==> config.mk <==
export PLATFORM = sky130hd
export DESIGN_NAME = mem_stage_ctrl
export DESIGN_NICKNAME = d
export VERILOG_FILES = /design/src/rtl/mem_stage_ctrl.sv
export SDC_FILE = /design/constraint.sdc
export NUM_CORES = 1
export LEC_CHECK = 0
export ABC_AREA = 1
export CORE_MARGIN = 10
export CORE_UTILIZATION = 35
export CTS_CLUSTER_DIAMETER = 120
export CTS_CLUSTER_SIZE = 16
export DETAILED_ROUTE_END_ITERATION = 7
export PLACE_DENSITY = 0.71
export SLEW_MARGIN = 30
export SYNTH_ARGS = -nofsm -noshare
export SYNTH_HDL_FRONTEND = slang
export SYNTH_SLANG_ARGS = --single-unit
==> constraint.sdc <==
create_clock -name clk -period 1.95 [get_ports clk]
set_clock_uncertainty 0.15 [all_clocks]
set_input_delay 0.39 -clock clk [delete_from_list [all_inputs] [get_ports clk]]
set_output_delay 0.39 -clock clk [all_outputs]
set_load 0.02 [all_outputs]
==> src/rtl/mem_stage_ctrl.sv <==
// mem_stage_ctrl
// MEM pipeline stage plus the MEM/WB register. Loads and stores go out on a
// req/ack data-memory bus. StallM holds the front of the pipeline while an
// access is outstanding. Misaligned and timed-out accesses are dropped: they
// become a WB bubble and raise a one-cycle mem_err pulse.
//
//   state  | meaning
//   -------+------------------------------------------------------------
//   IDLE   | no access outstanding; decode the instruction now in MEM
//   WAIT   | dmem_req asserted; waiting for dmem_ack or the timeout
module mem_stage_ctrl #(
    parameter int TIMEOUT = 16
) (
    input  logic        clk,
    input  logic        rst_n,
    input  logic [1:0]  MEM_M,
    input  logic [1:0]  WB_M,
    input  logic [31:0] ALUOut_M,
    input  logic [31:0] WriteData_M,
    input  logic [4:0]  WriteReg_M,
    output logic        dmem_req,
    output logic        dmem_we,
    output logic [31:0] dmem_addr,
    output logic [31:0] dmem_wdata,
    input  logic        dmem_ack,
    input  logic [31:0] dmem_rdata,
    output logic        StallM,
    output logic        mem_err,
    output logic [1:0]  WB_W,
    output logic [31:0] ReadData_W,
    output logic [31:0] ALUOut_W,
    output logic [4:0]  WriteReg_W
);

    localparam int CNT_W = $clog2(TIMEOUT + 1);
    localparam logic [CNT_W-1:0] CNT_LAST = CNT_W'(TIMEOUT - 1);

    typedef enum logic {
        S_IDLE = 1'b0,
        S_WAIT = 1'b1
    } state_t;

    state_t           state;
    state_t           state_nxt;
    logic [CNT_W-1:0] wait_cnt;

    logic mem_op;
    logic misaligned;
    logic stall_raw;
    logic start_acc;
    logic ack_done;
    logic timed_out;
    logic misalign_err;
    logic err_now;

    assign mem_op     = |MEM_M;
    assign misaligned = mem_op && (ALUOut_M[1:0] != 2'b00);

    // State register; reset drops any access in flight, so a late ack
    // lands in IDLE and is ignored.
    always_ff @(posedge clk or negedge rst_n) begin
        if (!rst_n) begin
            state <= S_IDLE;
        end else begin
            state <= state_nxt;
        end
    end

    // Next-state decode and per-cycle strobes for the datapath below.
    always_comb begin
        state_nxt    = state;
        stall_raw    = 1'b0;
        start_acc    = 1'b0;
        ack_done     = 1'b0;
        timed_out    = 1'b0;
        misalign_err = 1'b0;
        case (state)
            S_IDLE: begin
                if (mem_op && !misaligned) begin
                    stall_raw = 1'b1;
                    start_acc = 1'b1;
                    state_nxt = S_WAIT;
                end else if (misaligned) begin
                    misalign_err = 1'b1;
                end
            end
            S_WAIT: begin
                if (dmem_ack) begin
                    ack_done  = 1'b1;
                    state_nxt = S_IDLE;
                end else if (wait_cnt == CNT_LAST) begin
                    timed_out = 1'b1;
                    state_nxt = S_IDLE;
                end else begin
                    stall_raw = 1'b1;
                end
            end
            default: begin
                state_nxt = S_IDLE;
            end
        endcase
    end

    // Stall is forced low during reset so the pipeline is not frozen by a
    // memory op sitting in MEM while rst_n is asserted.
    assign StallM  = stall_raw && rst_n;
    assign err_now = misalign_err || timed_out;

    // Cycles spent in WAIT without an ack; cleared on every new access.
    always_ff @(posedge clk or negedge rst_n) begin
        if (!rst_n) begin
            wait_cnt <= '0;
        end else if (start_acc) begin
            wait_cnt <= '0;
        end else if (state == S_WAIT && stall_raw) begin
            wait_cnt <= wait_cnt + 1'b1;
        end
    end

    // Bus request; rises on access start, falls on ack or timeout.
    always_ff @(posedge clk or negedge rst_n) begin
        if (!rst_n) begin
            dmem_req <= 1'b0;
        end else if (start_acc) begin
            dmem_req <= 1'b1;
        end else if (ack_done || timed_out) begin
            dmem_req <= 1'b0;
        end
    end

    // Address/data/direction are captured once at start and held stable for
    // the whole access. Write takes priority when both MEM bits are set.
    always_ff @(posedge clk or negedge rst_n) begin
        if (!rst_n) begin
            dmem_we    <= 1'b0;
            dmem_addr  <= '0;
            dmem_wdata <= '0;
        end else if (start_acc) begin
            dmem_we    <= MEM_M[0];
            dmem_addr  <= {ALUOut_M[31:2], 2'b00};
            dmem_wdata <= WriteData_M;
        end
    end

    // Error pulse, one cycle wide, for misaligned or timed-out accesses.
    always_ff @(posedge clk or negedge rst_n) begin
        if (!rst_n) begin
            mem_err <= 1'b0;
        end else begin
            mem_err <= err_now;
        end
    end

    // MEM/WB control: bubble while stalled or on error, otherwise pass on.
    always_ff @(posedge clk or negedge rst_n) begin
        if (!rst_n) begin
            WB_W       <= 2'b00;
            ALUOut_W   <= '0;
            WriteReg_W <= '0;
        end else if (stall_raw || err_now) begin
            WB_W <= 2'b00;
        end else begin
            WB_W       <= WB_M;
            ALUOut_W   <= ALUOut_M;
            WriteReg_W <= WriteReg_M;
        end
    end

    // Load data is only updated by a completed read; stores leave it alone.
    always_ff @(posedge clk or negedge rst_n) begin
        if (!rst_n) begin
            ReadData_W <= '0;
        end else if (ack_done && !dmem_we) begin
            ReadData_W <= dmem_rdata;
        end
    end

endmodule

==> results_dict.tcl <==
set metrics [dict create \
    first_pass_iters 4 \
    grt_pass1_wl_mm 25.2 \
    p_leak_uw 0.00529 \
    met2_usage_pct 22.2 \
    wire_per_inst_um 15.4 \
    critPathLaunchType "flip-flop" \
    drive_gt1_share_pct 8.38 \
    drc_errors 0 \
    n_antenna_cell 0 \
    required_ns 1.41 \
    report.final.slew_viol_count 0 \
    syn_area_sq_um 5530 \
    syn_inst 585 \
    dp_cells 1035 \
    synth_compound_area_share_pct 12.0 \
    end_kind "output port" \
    max_freq_mhz 459 \
    num_rows 45 \
    crit_type "reg2out" \
    overflow 0 \
    r2r-end "dmem_req" \
    postCtsHoldBufs 0 \
    met1_usage_pct 18.5 \
    avgSynthCellArea_sq_um 9.45 \
    cts_tree "built" \
    numCtsBuffers 17 \
    drv_cap 0 \
    synthMuxAreaShare_pct 0 \
    yosys_warnings 0 \
    port_buffers 244 \
    utilization_pct 59.1 \
    place_ws_ns -0.668 \
    synthAdderAreaFrac_pct 0.453 \
    h-tree-depth 4 \
    regToRegSetupSlack_ns 0.27 \
    clock_latency_ns 0.40 \
    final-instance-count-excl-fill 1070 \
    powerDensity_nw_per_um2 1140 \
    synthSimpleGateAreaFrac_pct 12.7 \
    cp.arrival_ns 1.64 \
    wl_mm 16.5 \
    use_met3_pct 6.74 \
    rsz0062_at_grt "yes" \
    whs_ns -0.100 \
    cts.path.max_buffers 2 \
    ys_seq_elements 142 \
    regToRegStartpoint "wait_cnt[0]" \
    ios 247 \
    synth_xor_area_share_pct 0.158 \
    syn_to_final_growth_pct 63.7 \
    synth_top_family_by_area "simple AND/OR/NAND/NOR gates" \
    hold_path.class "in2async" \
    worst_slack_ns -0.230 \
    period_minus_slack_ns 2.18 \
    ant_nets 0 \
    worst_pin_slew_ns 0.829 \
    cp_max_fo 2 \
    peakVddDrop_mv 0.587 \
    core_area_sq_um 15300 \
    finalSetupViolCount 1 \
    synth.distinct_cells 25 \
    avgViaCountPerCell 4.30 \
    die_x_um 146 \
    die_height_um 146 \
    finalCritPeriodShare_pct 112 \
    violations "negative hold slack, negative setup slack" \
    drtIter0Drc 194 \
    final_nets 957 \
    grt_usage_pct 14.8 \
    relSlewSlack_pct 44.8 \
    cts_root_buffer "clkbuf_16" \
    n_fill_cell 1346 \
    outcome "finished, violations left" \
    top_usage_layer "met2" \
    grt_max_degree 143 \
    vias 4601 \
    final-hold-violation-count 33 \
    initial_utilization_pct 36.1 \
    die-area_sq_um 21200 \
    reg2reg_depth 9 \
    antenna_found_initial 0 \
    cts.sinks 142 \
    grt_pass1_vias 4472 \
    globalplace.congestion 0.738 \
    seq_area_frac_synth_pct 64.3 \
    post-dp-hpwl_mm 11.8 \
    path_clk_slew_ns 0.06 \
]
==> cells in the mapped netlist (all sizes together) <==
master	count	share of area (%)
o21ai	128	12
dfrtp	142	64
inv	105	7.1
a21oi	1	0.090
conb	1	0.068
buf	14	2.2
xor2	1	0.16
o22ai	1	0.11
nand3b	1	0.20
ha	2	0.45
clkbuf	15	1.0
nand3	17	1.6
nand2	151	10
nand4	1	0.11
a21boi	1	0.14
nor2	4	0.27
==> worst max-delay path, cell delays in order, from the launching register on <==
cell and delay [ns]:
dfrtp_1 0.38, ha_2 0.20, nand2_1 0.06, nor2_1 0.04, ha_2 0.16, inv_2 0.06
nand3_2 0.07, a21boi_2 0.14, buf_6 0.13
==> report_power, final <==
| part | switching [uW] | total, uW | internal (uW) |
|---|---|---|---|
| clock | 1200 | 3130 | 1930 |
| sequential | 344 | 3980 | 3640 |
| combinational | 1810 | 3250 | 1440 |
| total | 3350 | 10400 | 7010 |
==> state kept, by name, indices dropped and copies added (netlist names) <==
| name | flops |
|---|---|
| ALUOut_W | 32 |
| ReadData_W | 32 |
| dmem_wdata | 32 |
| dmem_addr | 30 |
| WriteReg_W | 5 |
| wait_cnt | 5 |
| WB_W | 2 |
| dmem_req | 1 |
| dmem_we | 1 |
| mem_err | 1 |
| state | 1 |
==> worst max-delay path by stage <==
stage              to  slack [ns]         from  cells past startpoint
2_1_floorplan  StallM        0.01  wait_cnt[0]                      7
6_report       StallM       -0.23  wait_cnt[0]                      8
3_5_place_dp   StallM       -0.67  ALUOut_M[1]                      6
3_3_place_gp   StallM       -0.65  ALUOut_M[1]                      6
4_1_cts        StallM       -0.28  wait_cnt[1]                      8
5_1_grt        StallM       -0.33  wait_cnt[0]                      8
==> metrics by stage <==
step,total power [uW],instance area [sq um],hold slack [ns],TNS (ns)
after floorplan,5560,5540,-0.0556,0
after global placement,7520,8300,0.303,-20.55
after detailed placement,7580,8300,0.307,-23.81
after CTS,10600,8830,0.0276,-0.276
after global routing,11000,9050,0.0570,-0.334
final,10400,9050,-0.100,-0.230
==> cells in the final DEF (no fill, tap or decap), types with 2 or more instances in the layout <==
| cell type | count |
|---|---|
| conb_1 | 2 |
| clkbuf_16 | 18 |
| nand2_1 | 148 |
| inv_1 | 103 |
| nand2_2 | 2 |
| clkinvlp_4 | 4 |
| o21ai_0 | 124 |
| inv_2 | 2 |
| clkdlybuf4s50_1 | 124 |
| dlymetal6s2s_1 | 69 |
| nor2_1 | 4 |
| clkbuf_8 | 2 |
| dfrtp_1 | 142 |
| ha_2 | 2 |
| nand3_1 | 15 |
| bufinv_16 | 2 |
| buf_6 | 2 |
| o21ai_1 | 3 |
| dlygate4sd2_1 | 49 |
| buf_4 | 22 |
| clkinv_2 | 6 |
| buf_12 | 3 |
==> cell families (layout without fill, tap and decap cells) <==
logic type | count (synthesis) | after routing
AOI/OAI and AO/OA | 131 | 131
adders and majority gates | 2 | 2
other | 1 | 2
xor gates and xnor gates | 1 | 1
buffers and inverters | 134 | 407
DFF | 142 | 142
and+or+nand+nor | 174 | 174
==> what timing repair did <==
item                       CTS  global route
setup endpoints to repair   50           102
pin swaps                    4             2
cloned                       0             1
gates resized for setup     58            70
buffers inserted             2             1
==> routing by layer <==
metal | up-vias | share of wire [%] | routed length (um)
met5 | - | 0 | 0
met4 | 0 | 0.33 | 55
met3 | 5 | 8.8 | 1460
met2 | 174 | 47 | 7800
met1 | 2093 | 44 | 7210
li1 | 2329 | - | -
==> cell type report <==
cell class | count | area [sq um] | area share (%)
Sequential cell | 142 | 3550 | 39.3
Timing Repair Buffer | 271 | 2830 | 31.3
Multi-Input combinational cell | 310 | 1430 | 15.8
Clock buffer | 19 | 453 | 5.01
Inverter | 105 | 394 | 4.36
Tap cell | 211 | 264 | 2.92
Clock inverter | 12 | 120 | 1.33
Note: power is estimated with default switching activity, not from simulation.
